## src/rtl/sat_counter.sv

```systemverilog
// Saturating up-counter with synchronous active-low clear.
// Latency: count_o reflects an increment one cycle after inc_i is sampled.
// Backpressure: none; increments past all-ones are dropped silently.
module sat_counter #(
    parameter int W = 8
) (
    input  logic         clk,
    input  logic         clr_n_i,
    input  logic         inc_i,
    output logic [W-1:0] count_o
);

    logic [W-1:0] count_q;
    logic [W-1:0] count_d;

    // Next count: clear wins, otherwise step unless already at all-ones.
    always_comb begin
        count_d = count_q;
        if (!clr_n_i) begin
            count_d = '0;
        end else if (inc_i && (count_q != {W{1'b1}})) begin
            count_d = count_q + W'(1);
        end
    end

    // Count register; the clear path is purely synchronous.
    always_ff @(posedge clk) begin
        count_q <= count_d;
    end

    assign count_o = count_q;

endmodule

```

## config.mk

```make
export PLATFORM = sky130hd
export DESIGN_NAME = sat_counter
export DESIGN_NICKNAME = d
export VERILOG_FILES = /design/src/rtl/sat_counter.sv
export SDC_FILE = /design/constraint.sdc
export NUM_CORES = 1
export LEC_CHECK = 0
export ABC_CLOCK_PERIOD_IN_PS = 1400
export CORE_AREA = 2 2 39 41
export CTS_CLUSTER_DIAMETER = 100
export DETAILED_ROUTE_END_ITERATION = 10
export DIE_AREA = 0 0 41 43
export GPL_TIMING_DRIVEN = 0
export HOLD_SLACK_MARGIN = 0.02
export PLACE_DENSITY = 0.69
export RECOVER_POWER = 25
export SLEW_MARGIN = 20
export SYNTH_ARGS = -nofsm -noshare
export SYNTH_HDL_FRONTEND = slang
export SYNTH_SLANG_ARGS = --single-unit
```

## constraint.sdc

```tcl
create_clock -name clk -period 1.4 [get_ports clk]
set_clock_uncertainty 0.05 [all_clocks]
set_input_delay 0.28 -clock clk [delete_from_list [all_inputs] [get_ports clk]]
set_output_delay 0.28 -clock clk [all_outputs]
set_load 0.05 [all_outputs]
```

==> summary.md, run 1 <==
The flow ran to the end, and the final reports show no timing, DRC or antenna violations. The per-cell via count in the routed design works out to 5.39. The run gives 73 as the number of cells after detailed placement. The overall routed net length is 903 um, and the post-route standard cell area excluding fillers is 597 um^2. STA puts the critical path data arrival time at 1.03 ns. The number of synthesized register bits is 8, and the biggest fanout along the worst timing path is 8. Starting utilization of the core area: 29.2%.

Dividing total power by cell area gives a power density of 827 nW/um^2. In this design, the largest share of critical-path delay is due to flip-flops. The number of fill cells in the layout was 137.

The relative max-transition margin came out at 79.8%. The final hold violation count is 0, and the largest net degree at the start of global routing is 9. After global routing the overflow that remains totals 0. The tools report the initial antenna violation count as 0. In the final layout, the share of cells above drive strength 1 is 39.3%.

Logic depth of the worst path, buffers included: 1. The capturing element type of the critical path is an output port. Traced cell by cell, the critical path runs through clkdlybuf4s15_2. From left edge to right edge, the die measures 41 um. The tools report the CTS buffer count as 3.

The logs give 4 for the number of iterations in the first detailed-routing pass and 404 um^2 for the netlist area before placement. The via count of the first global-routing pass came out at 326. The area added between synthesis and finish is 47.7%, and the share of the cycle needed by the critical path after routing is 97.5%. The worst min-delay path class is flip-flop to flip-flop. The worst register-to-register path has a depth of 4.

The final net count is 66. The yosys synthesis warning count was 0; the post-detailed-route DRC marker count was 0. Synthesis produced a netlist with a net count of 51.

The CTS sink count is 8. The run gives 39.6% as the register area share after synthesis. Setup repair after global routing left no endpoint under its margin.

The clock reaches the later pin of the worst-skew pair after 0.26 ns. For the worst setup path, the data required time is 1.07 ns. The run gives 0.000493 W as the total power. The count of buffers from port buffering is 10. The number of levels in the clock H-tree came out at 1. The logs give 733 MHz for the highest attainable clock frequency and 12.1% for the overall fraction of global-route tracks in use.

The number of diodes added for antenna fixing is 0, and the final critical delay including setup and external delays is 1.36 ns. The root buffer cell is sky130_fd_sc_hd__clkbuf_4. The floorplan step set the die height to 43 um. The CTS clock-pin slew for the worst setup and hold paths is 0.05 ns, and the leakage component of the power is 0.210 nW. TritonCTS built the clock tree. The tool flagged a number of max-cap violations equal to 0. STA classifies the critical path startpoint as a flip-flop.

The cell count after synthesis came out at 47. The count of cell types in the netlist is 22, and the number of flip-flops in the largest register is 8. At the pin with the least slew margin, the transition time is 0.301 ns. The number of endpoints failing setup at the final stage is 0. Max-slew violation count: 0.

In this run the cell area measured after placement is 562 um^2. The row count was 14. The logs give 11 for the top-level I/O count and 415 for the count of vias placed by the detailed router. The highest cell delay on the worst timing path came out at 0.39 ns.

At the end of routability-driven placement, the weighted congestion stood at 0.721. Once detail routing completed, the nets flagged for antenna violations numbered 0. Leaving out filler cells and counting taps, the final layout contains 77. The setup total negative slack came out at 0 ns. The per-instance average area after synthesis works out to 8.60 um^2. The highest ir drop seen on vdd was 0.000293 V; the flop-to-flop setup slack was 0.08 ns. The first global-routing pass estimated 1460 um of wire.

After floorplanning, the core was sized to cover 1380 um^2. The cell count of the worst hold path works out to 1. Dividing the detail-routed wire length by the instance count gives 11.7 um. The die covers 1760 um^2. The worst setup path is of the flip-flop to output port kind. The first routing iteration left 16 violations. On the critical path, the stage with the largest delay is an instance of sky130_fd_sc_hd__dfxtp_2. After legalization and detailed placement, the total HPWL measured 655 um. The maximum count of clock buffers along a single path was 2; the total buffers and inverters traversed by the critical path was 1.
-- metrics by stage --
step	utilization, %	worst slack, ns	hold WS (ns)
3_3_place_gp	40.6	-0.264	0.395
4_1_cts	43.1	0.0338	0.422
5_1_grt	43.1	0.00922	0.451
3_5_place_dp	40.6	-0.293	0.415
6_report	43.1	0.0355	0.418
2_1_floorplan	-	0.00937	0.364
-- placed cells by master (no fill, tap or decap), types with 2 or more instances in the layout --
| master | instances |
|---|---|
| sky130_fd_sc_hd__nand4_1 | 2 |
| sky130_fd_sc_hd__a211oi_1 | 2 |
| sky130_fd_sc_hd__nand2_1 | 6 |
| sky130_fd_sc_hd__a21oi_1 | 5 |
| sky130_fd_sc_hd__o21bai_1 | 2 |
| sky130_fd_sc_hd__mux2i_1 | 2 |
| sky130_fd_sc_hd__nor3_1 | 3 |
| sky130_fd_sc_hd__clkdlybuf4s15_2 | 8 |
| sky130_fd_sc_hd__clkbuf_4 | 3 |
| sky130_fd_sc_hd__and3_1 | 2 |
| sky130_fd_sc_hd__dfxtp_4 | 4 |
| sky130_fd_sc_hd__inv_1 | 2 |
| sky130_fd_sc_hd__dfxtp_2 | 4 |
-- path summary, 6_finish.rpt --
kind                                         startpoint                       to
worst max register to register  count_o[1]$_SDFFE_PN0P_  count_o[6]$_SDFFE_PN0P_
worst max-delay path            count_o[2]$_SDFFE_PN0P_               count_o[2]
worst min-delay path            count_o[5]$_SDFFE_PN0P_  count_o[5]$_SDFFE_PN0P_
worst min register to register  count_o[5]$_SDFFE_PN0P_  count_o[5]$_SDFFE_PN0P_
-- power breakdown --
group / switching (W) / internal [W] / total, W
clock: 0.0000847 / 0.000109 / 0.000194
sequential: 0.0000102 / 0.000230 / 0.000240
combinational: 0.0000372 / 0.0000220 / 0.0000592
-- area by class of cell --
cell class                 instances  area [um^2]  share of cell area [%]
inverter                           2         7.51                    1.26
sequential                         8          180                    30.2
timing repair buffer              10          109                    18.2
multi-input combinational         36          249                    41.7
tap                               16         20.0                    3.35
clock buffer                       4         26.3                    4.40
buffer                             1         5.00                   0.839
-- cell families after synthesis --
| kind of cell | share of synthesized area (%) |
|---|---|
| mux | 4.95 |
| fa+ha+maj | 3.10 |
| compound gates | 23.2 |
| flops | 39.6 |
| simple gates | 26.0 |
| buf+inv | 3.10 |
-- what timing repair did --
| item | in CTS | in global routing |
|---|---|---|
| hold buffers | 0 | 0 |
| resized for setup | 25 | 0 |
| buffers inserted | 0 | 0 |
| setup endpoints to repair | 9 | 0 |
-- cell usage after synthesis --
library cell / n / share of area [%]
sky130_fd_sc_hd__buf_2: 1 / 1.2
sky130_fd_sc_hd__a31oi_1: 1 / 1.5
sky130_fd_sc_hd__a211oi_1: 2 / 3.7
sky130_fd_sc_hd__a311oi_1: 1 / 2.2
sky130_fd_sc_hd__nand2b_1: 1 / 1.5
sky130_fd_sc_hd__nor3_1: 3 / 3.7
sky130_fd_sc_hd__or4_1: 1 / 1.9
sky130_fd_sc_hd__mux2i_1: 2 / 5.0
sky130_fd_sc_hd__ha_1: 1 / 3.1
sky130_fd_sc_hd__nand3_1: 2 / 2.5
sky130_fd_sc_hd__and4_1: 1 / 2.2
sky130_fd_sc_hd__nand4_1: 2 / 3.1
sky130_fd_sc_hd__and3_1: 2 / 3.1
sky130_fd_sc_hd__inv_1: 2 / 1.9
sky130_fd_sc_hd__a21boi_2: 1 / 2.8
sky130_fd_sc_hd__a21oi_1: 5 / 6.2
sky130_fd_sc_hd__dfxtp_1: 8 / 40
sky130_fd_sc_hd__o21ai_0: 1 / 1.2
sky130_fd_sc_hd__a21boi_0: 1 / 1.9
sky130_fd_sc_hd__nand2_1: 6 / 5.6
sky130_fd_sc_hd__and4_2: 1 / 2.5
sky130_fd_sc_hd__o21bai_1: 2 / 3.7
-- per-layer routing --
| layer | wire [um] | GRT usage [%] |
|---|---|---|
| met1 | 451 | 16.0 |
| met2 | 383 | 16.6 |
| met3 | 61 | 4.71 |
| met4 | 6 | 6.00 |
| met5 | 0 | 0 |
Power figures use the tool's default switching activity.
==> run 2: changes to the inputs <==
--- a/config.mk
+++ b/config.mk
@@ -7,7 +7,7 @@
 export LEC_CHECK = 0
 export ABC_CLOCK_PERIOD_IN_PS = 1400
 export CORE_AREA = 2 2 39 41
-export CTS_CLUSTER_DIAMETER = 100
+export CTS_CLUSTER_DIAMETER = 80
 export DETAILED_ROUTE_END_ITERATION = 10
 export DIE_AREA = 0 0 41 43
 export GPL_TIMING_DRIVEN = 0
==> results of run 2 <==
The final DEF is identical to that of run 1; final timing and power are the same.
